[src/rtl/pulse_width_decoder_pkg.sv]
// ============================================================================
// Module : pulse_pkg
// Brief  : Shared FSM encoding and stretch defaults for stretcher/decoder.
// Rev    : 1.0 - initial release
// ============================================================================
`default_nettype none

package pulse_pkg;

    localparam logic [1:0] IDLE     = 2'd0;
    localparam logic [1:0] MEASURE  = 2'd1;
    localparam logic [1:0] WAIT_LOW = 2'd2;

    localparam int STRETCH_W   = 5;
    localparam int STRETCH_TOL = 1;

    // Lower acceptance bound never drops below one cycle.
    function automatic int clamp_lo(input int w, input int tol);
        return (w > tol) ? (w - tol) : 1;
    endfunction

    function automatic int clamp_hi(input int w, input int tol, input int max_w);
        return ((w + tol) > (max_w - 1)) ? (max_w - 1) : (w + tol);
    endfunction

endpackage

`default_nettype wire

[src/rtl/pulse_width_decoder_if.sv]
// ============================================================================
// Module : pulse_width_decoder_if
// Brief  : Stretched-pulse input and decode result signals.
// Rev    : 1.0 - initial release
// ============================================================================
`default_nettype none

interface pulse_width_decoder_if #(
    parameter int CNT_W = 4
);
    logic             in_level;
    logic             pulse_out;
    logic [CNT_W-1:0] width_out;
    logic             err_short;
    logic             err_long;
    logic             busy;

    modport master (
        output in_level,
        input  pulse_out, width_out, err_short, err_long, busy
    );

    modport slave (
        input  in_level,
        output pulse_out, width_out, err_short, err_long, busy
    );
endinterface

`default_nettype wire

[src/rtl/pulse_width_decoder_sync_2ff.sv]
// ============================================================================
// Module : sync_2ff
// Brief  : 1-bit two-flop synchronizer, async active-high reset to 0.
// Rev    : 1.0 - initial release
// ============================================================================
`default_nettype none

module sync_2ff (
    input  wire logic clk,
    input  wire logic rst,
    input  wire logic d,
    output logic      q
);
    logic r_meta;
    logic r_sync;

    always_ff @(posedge clk or posedge rst) begin
        if (rst) begin
            r_meta <= 1'b0;
            r_sync <= 1'b0;
        end else begin
            r_meta <= d;
            r_sync <= r_meta;
        end
    end

    assign q = r_sync;
endmodule

`default_nettype wire

[src/rtl/pulse_width_decoder.sv]
// ============================================================================
// Module : pulse_width_decoder
// Brief  : Measures stretched-pulse high time and accepts/rejects it.
//          Define PULSE_DECODER_SYNC_EN to add a 2-flop input synchronizer.
// Rev    : 1.0 - initial release
// ============================================================================
`default_nettype none

module pulse_width_decoder
    import pulse_pkg::*;
#(
    parameter int EXPECT_W = STRETCH_W,
    parameter int TOL      = STRETCH_TOL,
    parameter int CNT_W    = 4
) (
    input  wire logic              clk,
    input  wire logic              rst,
    pulse_width_decoder_if.slave   bus
);
    localparam int MAX_W_INT = (2 ** CNT_W) - 1;
    localparam logic [CNT_W-1:0] MAX_W = CNT_W'(MAX_W_INT);
    localparam logic [CNT_W-1:0] LO    = CNT_W'(clamp_lo(EXPECT_W, TOL));
    localparam logic [CNT_W-1:0] HI    = CNT_W'(clamp_hi(EXPECT_W, TOL, MAX_W_INT));

    if ((EXPECT_W + TOL) >= MAX_W_INT || EXPECT_W < 1) begin : g_bad_params
        $error("pulse_width_decoder: illegal EXPECT_W/TOL for CNT_W");
    end

    if ($bits(bus.width_out) != CNT_W) begin : g_bad_if_width
        $error("pulse_width_decoder: interface CNT_W does not match");
    end

    logic w_level;

`ifdef PULSE_DECODER_SYNC_EN
    sync_2ff u_sync (
        .clk (clk),
        .rst (rst),
        .d   (bus.in_level),
        .q   (w_level)
    );
`else
    assign w_level = bus.in_level;
`endif

    logic [1:0]       r_state;
    logic [CNT_W-1:0] r_cnt;
    logic [CNT_W-1:0] r_width;
    logic             r_pulse;
    logic             r_err_short;
    logic             r_err_long;
    logic             r_busy;

    always_ff @(posedge clk or posedge rst) begin
        if (rst) begin
            r_state     <= WAIT_LOW;
            r_cnt       <= '0;
            r_width     <= '0;
            r_pulse     <= 1'b0;
            r_err_short <= 1'b0;
            r_err_long  <= 1'b0;
            r_busy      <= 1'b0;
        end else begin
            r_pulse     <= 1'b0;
            r_err_short <= 1'b0;
            r_err_long  <= 1'b0;
            case (r_state)
                IDLE: begin
                    if (w_level) begin
                        r_state <= MEASURE;
                        r_cnt   <= CNT_W'(1);
                        r_busy  <= 1'b1;
                    end
                end
                MEASURE: begin
                    if (w_level) begin
                        if (r_cnt < MAX_W) begin
                            r_cnt <= r_cnt + CNT_W'(1);
                        end else begin
                            // Saturated: flag once, then ignore the rest of this pulse.
                            r_err_long <= 1'b1;
                            r_width    <= MAX_W;
                            r_busy     <= 1'b0;
                            r_state    <= WAIT_LOW;
                        end
                    end else begin
                        r_width     <= r_cnt;
                        r_busy      <= 1'b0;
                        r_state     <= IDLE;
                        r_pulse     <= (r_cnt >= LO) && (r_cnt <= HI);
                        r_err_short <= (r_cnt < LO);
                        r_err_long  <= (r_cnt > HI);
                    end
                end
                WAIT_LOW: begin
                    if (!w_level) begin
                        r_state <= IDLE;
                    end
                end
                default: begin
                    r_state <= WAIT_LOW;
                    r_busy  <= 1'b0;
                end
            endcase
        end
    end

    assign bus.pulse_out = r_pulse;
    assign bus.width_out = r_width;
    assign bus.err_short = r_err_short;
    assign bus.err_long  = r_err_long;
    assign bus.busy      = r_busy;
endmodule

`default_nettype wire
[src/flat_wrapper.sv]
// flat-port wrapper written by rule: the top's interface ports become plain ports
module pulse_width_decoder_flat import pulse_pkg::*;
#(
    parameter int EXPECT_W = STRETCH_W,
    parameter int TOL      = STRETCH_TOL,
    parameter int CNT_W    = 4
)
  (clk, rst, bus_in_level, bus_pulse_out, bus_width_out, bus_err_short, bus_err_long, bus_busy);
  pulse_width_decoder_if #(.CNT_W(CNT_W)) bus_i ();
  input  wire logic clk;
  input  wire logic rst;
  input wire logic [$bits(bus_i.in_level)-1:0] bus_in_level;
  output wire logic [$bits(bus_i.pulse_out)-1:0] bus_pulse_out;
  output wire logic [$bits(bus_i.width_out)-1:0] bus_width_out;
  output wire logic [$bits(bus_i.err_short)-1:0] bus_err_short;
  output wire logic [$bits(bus_i.err_long)-1:0] bus_err_long;
  output wire logic [$bits(bus_i.busy)-1:0] bus_busy;
  assign bus_i.in_level = bus_in_level;
  assign bus_pulse_out = bus_i.pulse_out;
  assign bus_width_out = bus_i.width_out;
  assign bus_err_short = bus_i.err_short;
  assign bus_err_long = bus_i.err_long;
  assign bus_busy = bus_i.busy;
  pulse_width_decoder #(.EXPECT_W(EXPECT_W), .TOL(TOL), .CNT_W(CNT_W)) u_core (.clk(clk), .rst(rst), .bus(bus_i));
endmodule
[config.mk]
export PLATFORM = sky130hd
export DESIGN_NAME = pulse_width_decoder_flat
export DESIGN_NICKNAME = d
export VERILOG_FILES = /design/src/rtl/pulse_width_decoder_pkg.sv /design/src/rtl/pulse_width_decoder_if.sv /design/src/rtl/pulse_width_decoder_sync_2ff.sv /design/src/rtl/pulse_width_decoder.sv /design/src/flat_wrapper.sv
export SDC_FILE = /design/constraint.sdc
export NUM_CORES = 1
export LEC_CHECK = 0
export CAP_MARGIN = 20
export CORE_MARGIN = 2
export CORE_UTILIZATION = 35
export CTS_BUF_LIST = sky130_fd_sc_hd__clkbuf_8
export CTS_CLUSTER_SIZE = 40
export DETAILED_ROUTE_END_ITERATION = 8
export SYNTH_ARGS = -nofsm -noshare
export SYNTH_HDL_FRONTEND = slang
export SYNTH_SLANG_ARGS = --single-unit
export TNS_END_PERCENT = 100
[constraint.sdc]
create_clock -name clk -period 3.7 [get_ports clk]
set_input_delay 0.74 -clock clk [delete_from_list [all_inputs] [get_ports clk]]
set_output_delay 0.74 -clock clk [all_outputs]
set_load 0.005 [all_outputs]
==> impl_metrics.json <==
{
  "outcome": "completed",
  "sw_frac_of_total_pct": 25.6,
  "relSlewSlack_pct": 64.2,
  "antenna_found_initial": 0,
  "cts_made_buffers": 3,
  "path_delay_family": "buffers and inverters",
  "drive_above_1_share_pct": 11.8,
  "yosys.area.top_type": "dfrtp_1",
  "core-area_sq_um": 1670,
  "cts_sinks": 14,
  "cp.required_ps": 3870,
  "grt_overflow_total": 0,
  "critPathBufInv": 1,
  "netlist.area_leader.share_pct": 53.7,
  "power_frac_seq_pct": 50.4,
  "async_flop_share_pct": 100,
  "ys_types": 23,
  "intPower_uw": 281,
  "slew_violations": 0,
  "cap_violations": 0,
  "num_vias": 477,
  "cts_tree": "done",
  "grt_usage_pct": 13.5,
  "combPwrFrac_pct": 16.4,
  "first_pass_iters": 4,
  "first_iter_violations": 13,
  "syn-cell-area_sq_um": 606,
  "synth_ff_type": "dfrtp_1",
  "setup_viol": 0,
  "synth_seq_cells": 14,
  "cp_slowest_stage_delay_ps": 560,
  "clk_transition_reported_paths_ps": 50,
  "placementRows": 15,
  "grt_max_degree": 15,
  "place_congestion": 0.755,
  "clk_path_buf_depth": 2,
  "hold_viol_final": 0,
  "clk_latency_ps": 250,
  "final_antenna_net_count": 0,
  "ctsRootBufferMaster": "clkbuf_8",
  "post_cts_resized": 0,
  "postCtsSetupRepairBufs": 0,
  "io_buffer_count": 10,
  "grt_pass1_vias": 415,
  "crit_top_cell": "a21oi_1",
  "htree_levels": 1,
  "synth_edf_count": 0,
  "final_cell_count_no_fill": 85,
  "wl_per_cell_um": 13.7,
  "ys_seq_area_share_pct": 58.1,
  "fin_setup_tns_ps": 0,
  "yosys_warnings": 0,
  "place_inst": 81,
  "p_sw_uw": 96.7,
  "start_util_pct": 36.3,
  "synth_cells": 56,
  "die-width_um": 45.6,
  "die_area_sq_um": 2080,
  "hpwl_um": 798,
  "final_nets": 73,
  "synth_top_cells_by_area": "dfrtp_1 54%, o22a_1 5.8%, dfstp_2 4.3%",
  "rsz0062_at_grt": "no",
  "syn_to_final_growth_pct": 25.4,
  "drt-total-wl_um": 1170,
  "critical_path_class": "in2reg",
  "syn_area_per_cell_sq_um": 10.8,
  "fmax_mhz": 534,
  "diodes": 0,
  "synthTopCellsByCount": "13 x dfrtp_1, 7 x nand2_1, 5 x a21oi_1",
  "clock_skew_ps": 1.12,
  "timing.final.crit_share_pct": 50.6,
  "cp.arrival_ps": 2040,
  "die_h_um": 45.6,
  "hold_buffers": 0,
  "worst_slew_pin_slew_ps": 536,
  "cpMaxStageDelayCell": "clkdlybuf4s50_1",
  "yosysMostFrequentCell": "dfrtp_1",
  "mappedNetlistNets": 60,
  "cp_max_fo": 7,
  "hold_class": "reg2reg",
  "top_level_ports": 11,
  "pwr-share-clk_pct": 33.1,
  "period_needed_ps": 1870,
  "end_kind": "register",
  "crit_chain": "clkdlybuf4s50_1 -> nor2b_1 -> a21oi_1 -> a21oi_1",
  "cp-start-kind": "primary input",
  "vdd_drop_max_uv": 262,
  "p_leak_nw": 0.333,
  "via_per_inst": 5.61,
  "drc": 0,
  "powerDensity_nw_per_um2": 497,
  "grt_pass1_wl_um": 1890
}
[cells in the final DEF (no fill, tap or decap)]
cell / instances
dfrtp_1: 13
clkdlybuf4s50_1: 10
nand2_1: 7
a21oi_1: 5
o21ai_0: 4
nand3_1: 4
o22a_1: 4
inv_1: 3
clkbuf_8: 3
and3_1: 2
nor2b_1: 1
nand2b_1: 1
o32a_1: 1
inv_2: 1
a31o_2: 1
or3_1: 1
a211oi_2: 1
o21a_1: 1
nor3_1: 1
nor3_2: 1
nand4_1: 1
ha_1: 1
dfstp_2: 1
[cell families (layout without fill, tap and decap cells)]
logic type	Yosys count	count (layout)	synth area share, %
and+or+nand+nor	19	19	16.3
AOI/OAI and AO/OA	17	17	19.6
DFF	14	14	58.1
buffers and inverters	5	17	3.93
adders and majority gates	1	1	2.07
[metrics by stage]
step | setup slack, ps | hold WS [ps] | cell area (sq um) | power [mW] | utilization (%)
2_1_floorplan | 2190 | 484 | 606 | 0.223 | -
3_3_place_gp | 1630 | 473 | 714 | 0.253 | 42.8
3_5_place_dp | 1610 | 481 | 714 | 0.255 | 42.8
4_1_cts | 1840 | 498 | 759 | 0.381 | 45.5
5_1_grt | 1730 | 526 | 759 | 0.399 | 45.5
6_report | 1830 | 489 | 759 | 0.378 | 45.5
[routing by layer]
metal,part of all wire (%),wire [um],GRT usage (%),up-vias
met3,4.9,57,3.57,5
met1,46,543,19.1,227
met5,0,0,0,-
met4,3.1,36,10.6,0
li1,-,-,-,229
met2,45,531,16.9,16
[power by group through the flow]
stage / combinational, mW / sequential [mW] / clock (mW)
3_3_place_gp: 0.0610 / 0.192 / 0
3_5_place_dp: 0.0622 / 0.193 / 0
2_1_floorplan: 0.0349 / 0.188 / 0
6_report: 0.0620 / 0.190 / 0.125
4_1_cts: 0.0629 / 0.191 / 0.128
5_1_grt: 0.0703 / 0.194 / 0.135
[worst register-to-register path, delay by kind of cell (launching register included)]
kind	cells	cell delay, ps
and+or+nand+nor	1	180
AOI/OAI and AO/OA	2	660
DFF	1	440
adders and majority gates	1	270
[registers in the layout, summed over array words and instances (netlist names)]
register and cells:
u_core.bus.pulse_out 1, u_core.r_cnt 4, u_core.bus.width_out 4, u_core.bus.err_long 1, u_core.bus.err_short 1, u_core.bus.busy 1
u_core.r_state 2
[layout make-up]
class / instances / area, sq um
Clock buffer: 3 / 41.3
Clock inverter: 1 / 3.75
Fill cell: 157 / 911
Inverter: 3 / 11.3
Multi-Input combinational cell: 37 / 230
Sequential cell: 14 / 352
Tap cell: 17 / 21.3
Timing Repair Buffer: 10 / 100
[path summary, 6_finish.rpt]
check / slack, ps / depth (start not counted) / startpoint / end
max: 1830 / 4 / bus_in_level / u_core.r_cnt[2]
min: 490 / 1 / u_core.bus.width_out[2] / u_core.bus.width_out[2]
max reg2reg: 2090 / 4 / u_core.r_cnt[0] / u_core.bus.width_out[3]
min reg2reg: 490 / 1 / u_core.bus.width_out[2] / u_core.bus.width_out[2]
max in group asynchronous: 2500 / 2 / rst / u_core.r_state[1]
min in group asynchronous: 840 / 2 / rst / u_core.bus.err_short
Note: power is estimated with default switching activity, not from simulation.
